[src/rtl/pipeline_spi_master_if.sv]
// rtl/pipeline_spi_master_if.sv - command/response bundle for pipeline_spi_master
// Purpose: groups the command handshake, the response pulse and busy into one port.
// Ports (signals):
//   cmd_valid, cmd_ready       command frame handshake
//   cmd_opcode[7:0]            first byte on the wire
//   cmd_payload[8*MAX_BYTES]   payload, byte 0 in bits [7:0] goes out first
//   cmd_len[2:0]               payload byte count
//   rsp_valid                  one-cycle frame-done pulse
//   rsp_data[8*(MAX_BYTES+1)]  captured MISO bits, right-aligned
//   busy                       high from acceptance until rsp_valid
// Modports: master = command issuer, slave = the SPI master block.
interface pipeline_spi_master_if #(
  parameter int MAX_BYTES = 4
);
  logic                         cmd_valid;
  logic                         cmd_ready;
  logic [7:0]                   cmd_opcode;
  logic [8*MAX_BYTES-1:0]       cmd_payload;
  logic [2:0]                   cmd_len;
  logic                         rsp_valid;
  logic [8*(MAX_BYTES+1)-1:0]   rsp_data;
  logic                         busy;

  modport master (
    output cmd_valid, cmd_opcode, cmd_payload, cmd_len,
    input  cmd_ready, rsp_valid, rsp_data, busy
  );

  modport slave (
    input  cmd_valid, cmd_opcode, cmd_payload, cmd_len,
    output cmd_ready, rsp_valid, rsp_data, busy
  );
endinterface

[src/rtl/pipeline_spi_master.sv]
// rtl/pipeline_spi_master.sv - SPI mode-0 master writing the pipeline hw_spi_* control interface
// Purpose: accepts one frame (opcode + 0..MAX_BYTES payload bytes), shifts it out MSB-first,
//   captures MISO in parallel and returns the captured bits with a one-cycle rsp_valid pulse.
// Ports:
//   clk, rst        system clock, synchronous active-high reset
//   bus (slave)     command handshake, response pulse/data, busy
//   hw_spi_clk      SCK, idle low
//   hw_spi_ss       slave select, active low
//   hw_spi_mosi     master out
//   hw_spi_miso     master in, 2-flop synchronised
//   loopback        only with PIPELINE_SPI_MASTER_LOOPBACK_EN: capture own MOSI instead of MISO
// Configuration macro: PIPELINE_SPI_MASTER_LOOPBACK_EN
module pipeline_spi_master #(
  parameter int CLK_DIV   = 4,
  parameter int MAX_BYTES = 4
) (
  input  logic                    clk,
  input  logic                    rst,
  pipeline_spi_master_if.slave    bus,
`ifdef PIPELINE_SPI_MASTER_LOOPBACK_EN
  input  logic                    loopback,
`endif
  output logic                    hw_spi_clk,
  output logic                    hw_spi_ss,
  output logic                    hw_spi_mosi,
  input  logic                    hw_spi_miso
);

  localparam int FW = 8 * (MAX_BYTES + 1);
  localparam int BW = $clog2(FW) + 1;
  localparam logic [7:0] DIV_LAST = 8'(CLK_DIV - 1);
  localparam logic [2:0] MAX_LEN  = 3'(MAX_BYTES);

  localparam logic [2:0] IDLE  = 3'd0;
  localparam logic [2:0] SETUP = 3'd1;
  localparam logic [2:0] SHIFT = 3'd2;
  localparam logic [2:0] HOLD  = 3'd3;
  localparam logic [2:0] GAP   = 3'd4;

  logic [2:0]    state;
  logic [7:0]    hcnt;
  logic [BW-1:0] bcnt;
  logic [BW-1:0] nbits;
  logic [FW-1:0] sreg;
  logic [FW-1:0] rx;
  logic [FW-1:0] rsp_data_r;
  logic          rsp_valid_r;
  logic          sck;
  logic          ss;
  logic          miso_s1;
  logic          miso_s2;

  logic [2:0]    len_c;
  logic [FW-1:0] frame_c;
  logic [BW-1:0] nbits_c;
  logic          cmd_ready_c;
  logic          hcnt_last;
  logic          miso_bit;

  assign len_c       = (bus.cmd_len > MAX_LEN) ? MAX_LEN : bus.cmd_len;
  assign nbits_c     = BW'({len_c, 3'b000}) + BW'(8);
  assign cmd_ready_c = (state == IDLE) && !rsp_valid_r;
  assign hcnt_last   = (hcnt == DIV_LAST);

  // Frame is left-aligned; bytes beyond len are zero so the register drains to 0,
  // which keeps MOSI low once the last bit has been shifted out.
  always_comb begin
    frame_c = '0;
    frame_c[FW-1 -: 8] = bus.cmd_opcode;
    for (int i = 0; i < MAX_BYTES; i++) begin
      if (3'(i) < len_c) frame_c[FW-9-8*i -: 8] = bus.cmd_payload[8*i +: 8];
    end
  end

`ifdef PIPELINE_SPI_MASTER_LOOPBACK_EN
  assign miso_bit = loopback ? sreg[FW-1] : miso_s2;
`else
  assign miso_bit = miso_s2;
`endif

  always_ff @(posedge clk) begin
    if (rst) begin
      state       <= IDLE;
      hcnt        <= '0;
      bcnt        <= '0;
      nbits       <= '0;
      sreg        <= '0;
      rx          <= '0;
      rsp_data_r  <= '0;
      rsp_valid_r <= 1'b0;
      sck         <= 1'b0;
      ss          <= 1'b1;
      miso_s1     <= 1'b0;
      miso_s2     <= 1'b0;
    end else begin
      rsp_valid_r <= 1'b0;
      miso_s1     <= hw_spi_miso;
      miso_s2     <= miso_s1;
      if (state != IDLE) hcnt <= hcnt_last ? 8'd0 : hcnt + 8'd1;
      case (state)
        IDLE: begin
          if (bus.cmd_valid && cmd_ready_c) begin
            state <= SETUP;
            sreg  <= frame_c;
            nbits <= nbits_c;
            bcnt  <= '0;
            rx    <= '0;
            ss    <= 1'b0;
          end
        end
        SETUP: begin
          if (hcnt_last) begin
            state <= SHIFT;
            sck   <= 1'b1;
            rx    <= {rx[FW-2:0], miso_bit};
            bcnt  <= bcnt + BW'(1);
          end
        end
        SHIFT: begin
          if (hcnt_last) begin
            if (sck) begin
              sck  <= 1'b0;
              sreg <= {sreg[FW-2:0], 1'b0};
            end else if (bcnt == nbits) begin
              state <= HOLD;
            end else begin
              sck  <= 1'b1;
              rx   <= {rx[FW-2:0], miso_bit};
              bcnt <= bcnt + BW'(1);
            end
          end
        end
        HOLD: begin
          if (hcnt_last) begin
            state <= GAP;
            ss    <= 1'b1;
            sreg  <= '0;
          end
        end
        GAP: begin
          if (hcnt_last) begin
            state       <= IDLE;
            rsp_valid_r <= 1'b1;
            rsp_data_r  <= rx;
          end
        end
        default: state <= IDLE;
      endcase
    end
  end

  assign bus.cmd_ready = cmd_ready_c;
  assign bus.rsp_valid = rsp_valid_r;
  assign bus.rsp_data  = rsp_data_r;
  assign bus.busy      = (state != IDLE) || rsp_valid_r;
  assign hw_spi_clk    = sck;
  assign hw_spi_ss     = ss;
  assign hw_spi_mosi   = sreg[FW-1];

endmodule

[src/flat_wrapper.sv]
// flat-port wrapper written by rule: the top's interface ports become plain ports
module pipeline_spi_master_flat 
#(
  parameter int CLK_DIV   = 4,
  parameter int MAX_BYTES = 4
)
  (clk, rst, hw_spi_clk, hw_spi_ss, hw_spi_mosi, hw_spi_miso, bus_cmd_valid, bus_cmd_opcode, bus_cmd_payload, bus_cmd_len, bus_cmd_ready, bus_rsp_valid, bus_rsp_data, bus_busy);
  pipeline_spi_master_if #(.MAX_BYTES(MAX_BYTES)) bus_i ();
  input  logic clk;
  input  logic rst;
  output logic hw_spi_clk;
  output logic hw_spi_ss;
  output logic hw_spi_mosi;
  input  logic hw_spi_miso;
  input wire logic [$bits(bus_i.cmd_valid)-1:0] bus_cmd_valid;
  input wire logic [$bits(bus_i.cmd_opcode)-1:0] bus_cmd_opcode;
  input wire logic [$bits(bus_i.cmd_payload)-1:0] bus_cmd_payload;
  input wire logic [$bits(bus_i.cmd_len)-1:0] bus_cmd_len;
  output wire logic [$bits(bus_i.cmd_ready)-1:0] bus_cmd_ready;
  output wire logic [$bits(bus_i.rsp_valid)-1:0] bus_rsp_valid;
  output wire logic [$bits(bus_i.rsp_data)-1:0] bus_rsp_data;
  output wire logic [$bits(bus_i.busy)-1:0] bus_busy;
  assign bus_i.cmd_valid = bus_cmd_valid;
  assign bus_i.cmd_opcode = bus_cmd_opcode;
  assign bus_i.cmd_payload = bus_cmd_payload;
  assign bus_i.cmd_len = bus_cmd_len;
  assign bus_cmd_ready = bus_i.cmd_ready;
  assign bus_rsp_valid = bus_i.rsp_valid;
  assign bus_rsp_data = bus_i.rsp_data;
  assign bus_busy = bus_i.busy;
  pipeline_spi_master #(.CLK_DIV(CLK_DIV), .MAX_BYTES(MAX_BYTES)) u_core (.clk(clk), .rst(rst), .bus(bus_i), .hw_spi_clk(hw_spi_clk), .hw_spi_ss(hw_spi_ss), .hw_spi_mosi(hw_spi_mosi), .hw_spi_miso(hw_spi_miso));
endmodule
[config.mk]
export PLATFORM = sky130hd
export DESIGN_NAME = pipeline_spi_master_flat
export DESIGN_NICKNAME = d
export VERILOG_FILES = /design/src/rtl/pipeline_spi_master_if.sv /design/src/rtl/pipeline_spi_master.sv /design/src/flat_wrapper.sv
export SDC_FILE = /design/constraint.sdc
export NUM_CORES = 1
export LEC_CHECK = 0
export BUFFER_PORTS_ARGS = -buffer_cell sky130_fd_sc_hd__buf_4
export CAP_MARGIN = 0
export CORE_MARGIN = 2
export CORE_UTILIZATION = 56
export CTS_CLUSTER_SIZE = 40
export DETAILED_ROUTE_END_ITERATION = 16
export PLACE_DENSITY = 0.78
export SYNTH_ARGS = -nofsm -noshare
export SYNTH_HDL_FRONTEND = slang
export SYNTH_SLANG_ARGS = --single-unit
[constraint.sdc]
create_clock -name clk -period 2.6 [get_ports clk]
set_clock_uncertainty 0.2 [all_clocks]
set_input_delay 0.13 -clock clk [delete_from_list [all_inputs] [get_ports clk]]
set_output_delay 0.13 -clock clk [all_outputs]
set_load 0.02 [all_outputs]
# After elaboration in Yosys (flattened, before gate mapping)

Index checks and enable logic that the tools add are counted.

Bits in registers: 150
Output and inout port bits: 46
Word-level logic and storage cells: 93

$add $sub $neg: 3
$lt $le $gt $ge: 5
Equal/unequal tests: 15
Mux-type cells: 39
Bitwise operators: 1
Reduce and logical (&&, ||, !) cells: 18

Operator list:

| cell                                                                        | number |
|---|---|
| 40-bit 2-to-1 mux                                                           | 9 |
| 40-bit case mux with 3 select lines                                         | 2 |
| 8-bit 2-to-1 mux                                                            | 5 |
| 7-bit 2-to-1 mux                                                            | 5 |
| 3-bit 2-to-1 mux                                                            | 8 |
| 7-bit case mux with 3 select lines                                          | 1 |
| 3-bit case mux with 5 select lines                                          | 1 |
| 2-bit by 1-bit != test with 1-bit output, second input constant             | 6 |
| 3-bit nonzero test                                                          | 3 |
| 8-bit by 1-bit adder with 8-bit output, second input constant               | 1 |
| 8-bit by 2-bit equality test with 1-bit output, second input constant       | 1 |
| 6-bit by 4-bit adder with 7-bit output, second input constant               | 1 |
| 7-bit by 1-bit adder with 7-bit output, second input constant               | 1 |
| 7-bit equality test                                                         | 1 |
| 7-bit AND reduction                                                         | 1 |
| 3-bit by 2-bit equality test with 1-bit output, second input constant       | 2 |
| 1-bit by 3-bit less-than comparator with 1-bit output, first input constant | 2 |
| 2-bit by 3-bit less-than comparator with 1-bit output, first input constant | 2 |
| 1-bit 2-to-1 mux                                                            | 6 |
| 2-bit != test, second input constant                                        | 3 |
| 3-bit AND reduction                                                         | 2 |
| 6-bit AND reduction                                                         | 1 |
| 5-bit AND reduction                                                         | 1 |
| 1-bit case mux with 2 select lines                                          | 2 |
| 11 further kinds                                                            | 14 |

# Logic depth before layout (Yosys ltp)

Gate-level depths: netlist of run 1.

Word-level depth: 6
Mapped depth: 8
Gate-level depth less buffers: 6

# Worst setup path after synthesis of run 1

OpenSTA, ideal clock, no wires.

Path type: register -> register
Start: register u_core.rsp_valid_r (netlist: u_core.bus.rsp_valid)
End: register u_core.bcnt[0]
Library setup time: 0.121 ns
Arrival: 1.619 ns
Path slack: 0.660 ns
Cell stages (with the launch flop): 6
Buffers on the path: 0
Cell sequence: dfxtp_1 nand2b_1 a211oi_2 o41ai_2 a21oi_4 mux2_2

Word-level cells in the longest chain between the ends: 5

Ends and longest elaborated chain:

| element                              | RTL line                   | RTL |
|---|---|---|
| start, declared                      | pipeline_spi_master.sv:47  | `logic rsp_valid_r;` |
| start signal, assigned               | pipeline_spi_master.sv:90  | `rsp_valid_r <= 1'b0;` |
| start signal, assigned               | pipeline_spi_master.sv:96  | `rsp_valid_r <= 1'b0;` |
| start signal, assigned               | pipeline_spi_master.sv:143 | `rsp_valid_r <= 1'b1;` |
| 1-bit zero test                      | pipeline_spi_master.sv:62  | `assign cmd_ready_c = (state == IDLE) && !rsp_valid_r;` |
| 1-bit logical AND                    | pipeline_spi_master.sv:62  |  |
| 1-bit logical AND                    | pipeline_spi_master.sv:102 | `if (bus.cmd_valid && cmd_ready_c) begin` |
| 2-bit != test (no source line)       | --                         |  |
| 6-bit AND reduction (no source line) | --                         |  |
| end signal, assigned                 | pipeline_spi_master.sv:116 | `bcnt <= bcnt + BW'(1);` |
| end signal, assigned                 | pipeline_spi_master.sv:129 | `bcnt <= bcnt + BW'(1);` |
| end, declared                        | pipeline_spi_master.sv:42  | `logic [BW-1:0] bcnt;` |

Every way passes these cells.
A chain may end at the register's enable or synchronous reset.

# Worst setup path after layout of run 1

Start: register u_core.state[2]
End: register u_core.nbits[5]

Word-level cells in the longest chain between the ends: 4

Ends and longest elaborated chain:

| element                                  | RTL line                                              | RTL |
|---|---|---|
| start, declared                          | pipeline_spi_master.sv:40                             | `logic [2:0] state;` |
| start signal, assigned                   | pipeline_spi_master.sv:83                             | `state <= IDLE;` |
| start signal, assigned                   | pipeline_spi_master.sv:103                            | `state <= SETUP;` |
| start signal, assigned                   | pipeline_spi_master.sv:113                            | `state <= SHIFT;` |
| 3-bit zero test (*)                      | pipeline_spi_master.sv:62, pipeline_spi_master.sv:100 |  |
| 1-bit logical AND                        | pipeline_spi_master.sv:62                             |  |
| 1-bit logical AND                        | pipeline_spi_master.sv:102                            |  |
| 2-bit AND reduction (no source line) (*) | --                                                    |  |
| end signal, assigned                     | pipeline_spi_master.sv:105                            | `nbits <= nbits_c;` |
| end, declared                            | pipeline_spi_master.sv:43                             | `logic [BW-1:0] nbits;` |

Mark *: on every way between the ends. The rest lies on a longest branch, timed or not.

==> results.sh, run 1 <==
export IMPL_crit_end="u_core.nbits[5]"
export IMPL_clk_pin_slew_worst_paths_ns=0.07
export IMPL_synth_seq_cells=147
export IMPL_gp_congestion=0.848
export IMPL_layout_common_cells="nand2_1 (174), dfxtp_1 (146), buf_4 (100)"
export IMPL_die_x_um=108
export IMPL_antenna_found_initial=0
export IMPL_core_um2=10400
export IMPL_synth_mux_area_share_pct=7.33
export IMPL_drc=0
export IMPL_worstPathRequired_ns=2.87
export IMPL_maxCapViolations=0
export IMPL_synth_top_family_by_area="simple AND/OR/NAND/NOR gates"
export IMPL_setup_tns_final_ns=0
export IMPL_fillCellCount=724
export IMPL_avgViaCountPerCell=5.56
export IMPL_max_slew_worst_pin_slew_ns=0.606
export IMPL_end_kind="flop"
export IMPL_drt_antenna_violating_nets=0
export IMPL_start_util_pct=58.0
export IMPL_synth_area_um2=6040
export IMPL_synth_xor_area_share_pct=1.88
export IMPL_synth_simple_gate_area_share_pct=19.2
export IMPL_setup_viol_count_final=0
export IMPL_n_antenna_cell=0
export IMPL_vias=5375
export IMPL_ys_seq_area_share_pct=48.7
export IMPL_path_cells="or3_4 > nor2_2 > nor2_1 > a211oi_1 > dlygate4sd3_1"
export IMPL_placedCellCount=885
export IMPL_worst_path_max_delay_cell="dlygate4sd3_1"
export IMPL_post_route_util_pct=75.2
export IMPL_grt_pass1_wl_um=23500
export IMPL_first_global_vias=5093
export IMPL_holdWs_ns=0.234
export IMPL_timing_final_crit_period_ns=2.47
export IMPL_synth_cell_types=48
export IMPL_drtIter0Drc=331
export IMPL_cts_root_buf="clkbuf_8"
export IMPL_ir_drop_uv=520
export IMPL_globalRouteTotalUtil_pct=25.5
export IMPL_io_pins=93
export IMPL_fmax_mhz=406
export IMPL_netlist_instances=699
export IMPL_cp_buffers_inverters=1
export IMPL_max_stage_delay_ns=0.60
export IMPL_critPathLaunch="u_core.state[2]"
export IMPL_rr_worst_depth=5
export IMPL_syn_nets=750
export IMPL_cts_tree="built"
export IMPL_hold_class="in -> reg"
export IMPL_grt_remaining_overflow=0
export IMPL_final_common_cell="nand2_1"
export IMPL_fin_cells=966
export IMPL_wl_um=14400
export IMPL_powerDensity_nw_per_um2=666
export IMPL_die_h_um=108
export IMPL_numPortBuffers=92
export IMPL_syn_to_final_growth_pct=29.7
export IMPL_synth_edf_count=0
export IMPL_rows=37
export IMPL_htree_levels=4
export IMPL_yosys_area_share_adder_pct=0.829
export IMPL_fin_crit_sh_pct=94.8
export IMPL_nets=868
export IMPL_cp_depth=5
export IMPL_crit_path_start_kind="flop"
export IMPL_total_leakage_power_nw=3.09
export IMPL_grt_max_degree=81
export IMPL_rsz0062_at_grt="false"
export IMPL_wl_per_cell_um=14.9
export IMPL_drive_gt1_share_pct=18.1
export IMPL_first_pass_iters=5
export IMPL_arrival_ns=2.73
export IMPL_crit_family="simple AND/OR/NAND/NOR gates"
export IMPL_status="complete, no violations"
export IMPL_max_slew_margin_pct=59.2
export IMPL_numCtsBuffers=17
export IMPL_synth_warnings=0
export IMPL_hpwl_um=8670
export IMPL_r2r_slack_ns=0.13
export IMPL_cts_sinks=147
export IMPL_total_power_mw=5.21
export IMPL_ys_async_sr_fraction_pct=0
export IMPL_regToRegStartpoint="u_core.state[2]"
export IMPL_rr_endpoint="u_core.nbits[5]"
export IMPL_hold_viol=0
export IMPL_synth_main_ff_cell="dfxtp_1"
export IMPL_critical_path_class="reg -> reg"
export IMPL_clock_latency_ns=0.53
export IMPL_drv_slew=0
export IMPL_die_area_um2=11600
export IMPL_synth_compound_area_share_pct=17.3
export IMPL_synth_area_per_cell_um2=8.64
export IMPL_path_max_fanout=13
export IMPL_cts_buffer_depth=2
==> cell usage after synthesis, types with 7 or more instances <==
cell | n | share of area (%)
clkbuf_1 | 30 | 1.9
mux2i_1 | 42 | 7.0
nand2_1 | 174 | 11
a22oi_1 | 39 | 4.8
buf_2 | 17 | 1.4
a21oi_1 | 48 | 4.0
dfxtp_1 | 147 | 49
xor2_1 | 7 | 1.0
a211oi_1 | 42 | 5.2
nor2_1 | 63 | 3.9
nand3_1 | 7 | 0.58
==> cell type report <==
class                      count  area, um^2  share of cell area [%]
sequential                   147        2940                    37.6
multi-input combinational    492        2830                    36.1
timing repair buffer         152        1300                    16.6
clock buffer                  18         428                    5.46
tap                          136         170                    2.17
clock inverter                14         138                    1.76
inverter                       7        26.3                   0.335
==> worst min path at each step <==
stage / to / from / cells after the start / slack (ns)
2_1_floorplan: u_core.miso_s1 / hw_spi_miso / 1 / 0.06
3_3_place_gp: u_core.miso_s1 / hw_spi_miso / 2 / 0.15
3_5_place_dp: u_core.miso_s1 / hw_spi_miso / 2 / 0.20
4_1_cts: u_core.sreg[0] / bus_cmd_payload[24] / 4 / 0.20
5_1_grt: u_core.sreg[0] / bus_cmd_payload[24] / 4 / 0.22
6_report: u_core.sreg[0] / bus_cmd_payload[24] / 4 / 0.23
==> worst reg2reg max path, delay by kind of cell, from the launching register on <==
family          cells  cell delay (ns)
buf+inv             1             0.60
simple gates        3             0.91
compound gates      1             0.23
flops               1             0.47
==> flip-flops by register name, indices dropped and copies added (netlist names) <==
signal                flops
u_core.bus.rsp_data      40
u_core.rx                40
u_core.sreg              40
u_core.hcnt               8
u_core.bcnt               7
u_core.nbits              4
u_core.state              3
u_core.bus.rsp_valid      1
u_core.hw_spi_clk         1
u_core.hw_spi_ss          1
u_core.miso_bit           1
u_core.miso_s1            1
==> layer usage <==
metal / GRT usage (%) / wire (um)
met1: 31.2 / 6170
met4: 11.6 / 457
met2: 42.4 / 7200
met3: 6.48 / 601
met5: 0 / 0
==> repair_timing <==
item                       in CTS  in global routing
hold buffers                   49                  0
hold endpoints to repair       81                  0
setup endpoints to repair       0                  2
buffers inserted                0                  0
resized for setup               0                  2
==> metrics by stage <==
| step | worst slack (ns) | cell area, um^2 |
|---|---|---|
| after floorplan | 0.660 | 6040 |
| after global placement | 0.405 | 6770 |
| after detailed placement | 0.215 | 6770 |
| after CTS | 0.157 | 7830 |
| after global routing | 0.0657 | 7830 |
| final | 0.135 | 7830 |
==> cells by family after synthesis <==
family,count (synthesis)
and+or+nand+nor,279
AOI/OAI and AO/OA,152
DFF,147
buffers and inverters,60
muxes,44
xor gates and xnor gates,13
adders and majority gates,4
==> where the power goes <==
part	internal (mW)	leakage (nW)	switching (mW)
clock	1.38	0.273	0.949
sequential	2.32	1.19	0.0467
combinational	0.243	1.62	0.269
Note: power is estimated with default switching activity, not from simulation.
==> run 2: changes to the inputs <==
--- a/config.mk
+++ b/config.mk
@@ -7,8 +7,10 @@
 export LEC_CHECK = 0
 export BUFFER_PORTS_ARGS = -buffer_cell sky130_fd_sc_hd__buf_4
 export CAP_MARGIN = 0
+export CORE_ASPECT_RATIO = 1.1
 export CORE_MARGIN = 2
 export CORE_UTILIZATION = 56
+export CTS_BUF_LIST = sky130_fd_sc_hd__clkbuf_16
 export CTS_CLUSTER_SIZE = 40
 export DETAILED_ROUTE_END_ITERATION = 16
 export PLACE_DENSITY = 0.78
==> run 2 against run 1 <==
  * Maximum frequency is 5.8% higher
  * Design area is 0.83% lower
  * Worst setup slack better by 0.14 ns
  * Core utilization is 0.81 points lower
  * Global-route usage is 0.23 points lower
  * Sequential share of layout area is 0.30 points higher
  * Routed wire length is 1.7% lower
  * Total power is 1.4% lower
  * Worst hold slack worse by 0.18 ns
  * Sequential power hardly changed
  * Non-clock buffer count is 5 lower
  * Critical path type unchanged
  * Highest routed layer unchanged
==> results.sh, run 2 (synthesized netlist as in run 1, its figures left out) <==
export IMPL_status="complete, no violations"
export IMPL_start_util_pct=57.8
export IMPL_max_stage_delay_ns=0.61
export IMPL_core_um2=10400
export IMPL_globalRouteTotalUtil_pct=25.3
export IMPL_avgViaCountPerCell=5.47
export IMPL_vias=5288
export IMPL_hold_class="in -> reg"
export IMPL_gp_congestion=0.867
export IMPL_cts_buffer_depth=2
export IMPL_placedCellCount=892
export IMPL_swShare_pct=23.4
export IMPL_cp_buffers_inverters=1
export IMPL_worst_path_max_delay_cell="dfxtp_1"
export IMPL_first_pass_iters=5
export IMPL_grt_max_degree=81
export IMPL_die_x_um=103
export IMPL_nets=863
export IMPL_io_pins=93
export IMPL_cts_root_buf="clkbuf_16"
export IMPL_critical_path_class="reg -> reg"
export IMPL_htree_levels=4
export IMPL_antenna_found_initial=0
export IMPL_path_cells="nand2b_1 > buf_4 > and2_0 > a22oi_1 > a211oi_1"
export IMPL_n_antenna_cell=0
export IMPL_crit_path_start_kind="flop"
export IMPL_arrival_ns=2.42
export IMPL_total_leakage_power_nw=3.05
export IMPL_max_slew_worst_pin_slew_ns=0.756
export IMPL_drv_slew=0
export IMPL_p_int_mw=3.94
export IMPL_grt_pass1_wl_um=23500
export IMPL_p_seq_share_pct=46.1
export IMPL_rows=39
export IMPL_clock_latency_ns=0.41
export IMPL_layout_common_cells="nand2_1 (174), dfxtp_1 (147), buf_4 (100)"
export IMPL_numCtsBuffers=17
export IMPL_path_max_fanout=13
export IMPL_max_slew_margin_pct=49.5
export IMPL_fin_cells=966
export IMPL_maxCapViolations=0
export IMPL_clk_pin_slew_worst_paths_ns=0.06
export IMPL_hold_viol=0
export IMPL_drive_gt1_share_pct=17.1
export IMPL_drt_antenna_violating_nets=0
export IMPL_fmax_mhz=429
export IMPL_holdWs_ns=0.0563
export IMPL_die_h_um=113
export IMPL_drc=0
export IMPL_ir_drop_uv=393
export IMPL_setup_tns_final_ns=0
export IMPL_wl_um=14200
export IMPL_first_global_vias=5111
export IMPL_combPwrFrac_pct=9.9
export IMPL_clkPwrFrac_pct=44.0
export IMPL_cts_sinks=147
export IMPL_netSwitchingPower_mw=1.20
export IMPL_die_area_um2=11600
export IMPL_syn_to_final_growth_pct=28.6
export IMPL_timing_final_crit_period_ns=2.33
export IMPL_fillCellCount=806
export IMPL_wl_per_cell_um=14.7
export IMPL_crit_family="simple AND/OR/NAND/NOR gates"
export IMPL_setup_viol_count_final=0
export IMPL_rsz0062_at_grt="false"
export IMPL_end_kind="flop"
export IMPL_cts_tree="built"
export IMPL_fin_crit_sh_pct=89.6
export IMPL_numPortBuffers=92
export IMPL_final_common_cell="nand2_1"
export IMPL_powerDensity_nw_per_um2=662
export IMPL_drtIter0Drc=260
export IMPL_worstPathRequired_ns=2.69
export IMPL_grt_remaining_overflow=0
export IMPL_hpwl_um=8570
==> run 2: worst register-to-register path: stages, from the launching register on <==
cell and delay [ns]:
dfxtp_1 0.61, nand2b_1 0.23, buf_4 0.21, and2_0 0.43
a22oi_1 0.16, a211oi_1 0.37
==> run 2: timing repair <==
item                                   CTS  global route
hold buffers                            44             0
resized for setup                        0             0
setup buffers                            0             0
endpoints found under the hold margin   67             0
==> run 2: metrics by stage <==
stage	total power [mW]	cell area (um^2)	util, %	worst slack (ns)
3_5_place_dp	2.86	6780	64.9	0.347
4_1_cts	5.16	7770	74.4	0.311
6_report	5.14	7770	74.4	0.271
3_3_place_gp	2.84	6780	64.9	0.450
5_1_grt	5.33	7770	74.4	0.120
2_1_floorplan	2.74	6040	-	0.660
==> run 2: routing by layer <==
layer,vias up,GRT usage (%),share of wire (%)
met5,-,0,0
li1,2632,-,-
met2,143,42.7,51
met4,0,9.30,1.2
met1,2491,30.9,42
met3,22,6.49,5.0
==> run 2: worst paths after layout <==
check,slack [ns],cells past startpoint,startpoint,to
worst max-delay path,0.27,5,u_core.state[2],u_core.sreg[5]
worst min-delay path,0.06,4,bus_cmd_valid,u_core.nbits[4]
worst max register to register,0.27,5,u_core.state[2],u_core.sreg[5]
worst min register to register,0.24,1,u_core.miso_s1,u_core.miso_bit
==> run 2: final cells by class <==
cell class	count	area, um^2	share of cell area [%]
inverter	7	26.3	0.338
tap	143	179	2.30
sequential	147	2940	37.9
timing repair buffer	147	1250	16.1
clock buffer	17	425	5.48
clock inverter	13	123	1.58
multi-input combinational	492	2820	36.3
==> run 2: power by group through the flow <==
stage | Clock [mW] | Combinational (mW) | Sequential [mW]
detailed placement | 0 | 0.440 | 2.42
CTS | 2.30 | 0.495 | 2.37
floorplan | 0 | 0.331 | 2.40
global route | 2.40 | 0.556 | 2.38
global placement | 0 | 0.428 | 2.41
finish | 2.26 | 0.510 | 2.37
==> run 3: changes to the inputs <==
--- a/config.mk
+++ b/config.mk
@@ -13,7 +13,7 @@
 export CTS_BUF_LIST = sky130_fd_sc_hd__clkbuf_16
 export CTS_CLUSTER_SIZE = 40
 export DETAILED_ROUTE_END_ITERATION = 16
-export PLACE_DENSITY = 0.78
+export PLACE_DENSITY = 0.79
 export SYNTH_ARGS = -nofsm -noshare
 export SYNTH_HDL_FRONTEND = slang
 export SYNTH_SLANG_ARGS = --single-unit
==> run 3 against run 2 <==
  * Die area unchanged
  * Clock-buffer cell count stayed put
  * Routed wire length is 0.71% lower
  * Maximum frequency decreased by 3.3%
  * Final cell count stayed put
  * Critical path depth increased by 1
  * Flip-flop and latch count unchanged
  * Total power is 4.6% lower
  * Largest cell class unchanged
  * Design area decreased by 1.1%
  * Sequential power is essentially flat
  * Via count is 0.45% lower
==> results.sh, run 3 (synthesized netlist as in run 1, its figures left out) <==
export IMPL_io_pins=93
export IMPL_cts_tree="built"
export IMPL_avgViaCountPerCell=5.45
export IMPL_first_pass_iters=5
export IMPL_nets=864
export IMPL_wl_um=14100
export IMPL_die_x_um=103
export IMPL_post_route_util_pct=73.6
export IMPL_cts_buffer_depth=2
export IMPL_path_max_fanout=23
export IMPL_numCtsBuffers=17
export IMPL_post_place_ws_ns=0.267
export IMPL_postCtsSetupRepairBufs=0
export IMPL_arrival_ns=2.54
export IMPL_ir_drop_uv=408
export IMPL_end_kind="flop"
export IMPL_fin_crit_sh_pct=92.7
export IMPL_critPathLaunch="u_core.state[0]"
export IMPL_worstPathRequired_ns=2.73
export IMPL_drc=0
export IMPL_cts_sinks=147
export IMPL_rr_endpoint="u_core.rx[1]"
export IMPL_syn_to_final_growth_pct=27.2
export IMPL_post_cts_resized=0
export IMPL_setup_slack_ns=0.190
export IMPL_fmax_mhz=415
export IMPL_die_h_um=113
export IMPL_rsz0062_at_grt="false"
export IMPL_antenna_found_initial=0
export IMPL_drt_antenna_violating_nets=0
export IMPL_r2r_slack_ns=0.19
export IMPL_first_global_vias=5115
export IMPL_powerDensity_nw_per_um2=638
export IMPL_hpwl_um=8320
export IMPL_core_um2=10400
export IMPL_grt_remaining_overflow=0
export IMPL_htree_levels=4
export IMPL_setup_viol_count_final=0
export IMPL_total_leakage_power_nw=3.04
export IMPL_critical_path_class="reg -> reg"
export IMPL_gp_congestion=0.821
export IMPL_crit_path_start_kind="flop"
export IMPL_rows=39
export IMPL_vias=5264
export IMPL_hold_class="in -> reg"
export IMPL_maxCapViolations=0
export IMPL_status="complete, no violations"
export IMPL_path_cells="nor2_1 > a211oi_2 > o41ai_2 > a21oi_4 > buf_4 > mux2i_1"
export IMPL_clk_pin_slew_worst_paths_ns=0.05
export IMPL_setup_tns_final_ns=0
export IMPL_max_slew_margin_pct=49.5
export IMPL_drv_slew=0
export IMPL_drtIter0Drc=322
export IMPL_total_power_mw=4.90
export IMPL_wl_per_cell_um=14.6
export IMPL_fillCellCount=763
export IMPL_layout_common_cells="nand2_1 (174), dfxtp_1 (147), buf_4 (102)"
export IMPL_globalRouteTotalUtil_pct=25.2
export IMPL_grt_max_degree=81
export IMPL_start_util_pct=57.8
export IMPL_drive_gt1_share_pct=16.9
export IMPL_rr_worst_depth=6
export IMPL_worst_path_max_delay_cell="dfxtp_1"
export IMPL_crit_end="u_core.rx[1]"
export IMPL_holdWs_ns=0.0636
export IMPL_holdBufCountCts=45
export IMPL_clock_latency_ns=0.41
export IMPL_final_common_cell="nand2_1"
export IMPL_cts_root_buf="clkbuf_16"
export IMPL_grt_pass1_wl_um=23600
export IMPL_n_antenna_cell=0
export IMPL_hold_viol=0
export IMPL_max_slew_worst_pin_slew_ns=0.756
export IMPL_max_stage_delay_ns=0.58
export IMPL_die_area_um2=11600
export IMPL_regToRegStartpoint="u_core.state[0]"
export IMPL_timing_final_crit_period_ns=2.41
export IMPL_numPortBuffers=92
[run 3: changes by cell type in the layout (fill, tap and decap cells not counted)]
cell           change
clkinv_4           -1
bufinv_16          -2
clkinv_2           +4
dlygate4sd3_1      +1
inv_1              +1
clkinvlp_4         -3
buf_4              +2
buf_12             -2
[run 3: metrics by stage]
| stage | area [um^2] | cells |
|---|---|---|
| finish | 7680 | 966 |
| global route | 7680 | 966 |
| CTS | 7680 | 966 |
| detailed placement | 6750 | 892 |
| global placement | 6750 | 892 |
| floorplan | 6040 | 699 |
[run 3: worst min-delay path by stage]
stage / start / end / slack (ns) / cells past startpoint
floorplan: hw_spi_miso / u_core.miso_s1 / 0.06 / 1
global placement: hw_spi_miso / u_core.miso_s1 / 0.15 / 2
detailed placement: hw_spi_miso / u_core.miso_s1 / 0.15 / 2
CTS: bus_cmd_len[1] / u_core.nbits[4] / 0.06 / 5
global route: bus_cmd_len[1] / u_core.nbits[4] / 0.13 / 5
finish: bus_cmd_len[1] / u_core.nbits[4] / 0.06 / 5
[run 3: where the power goes]
part           internal, mW  switching, mW  total, mW  leakage (nW)
clock                  1.17          0.860       2.03         0.250
sequential             2.32         0.0484       2.37          1.19
combinational         0.235          0.269      0.504          1.59
[run 3: worst max-delay path: cells and delay by family (launching register included)]
kind | cells | cell delay [ns]
compound gates | 3 | 0.71
buf+inv | 1 | 0.37
flops | 1 | 0.58
mux | 1 | 0.25
simple gates | 1 | 0.20
[run 3: cell type report]
| type | instances | area, um^2 | share of cell area [%] |
|---|---|---|---|
| sequential | 147 | 2940 | 38.3 |
| inverter | 7 | 26.3 | 0.342 |
| multi-input combinational | 492 | 2820 | 36.7 |
| clock inverter | 12 | 55.1 | 0.716 |
| timing repair buffer | 148 | 1240 | 16.1 |
| tap | 143 | 179 | 2.33 |
| clock buffer | 17 | 425 | 5.54 |
[run 3: layer usage]
layer | vias up | share of wire [%] | GRT usage (%)
li1 | 2630 | - | -
met1 | 2454 | 44 | 31.8
met2 | 153 | 49 | 41.2
met3 | 27 | 5.3 | 6.98
met4 | 0 | 1.6 | 8.77
met5 | - | 0 | 0
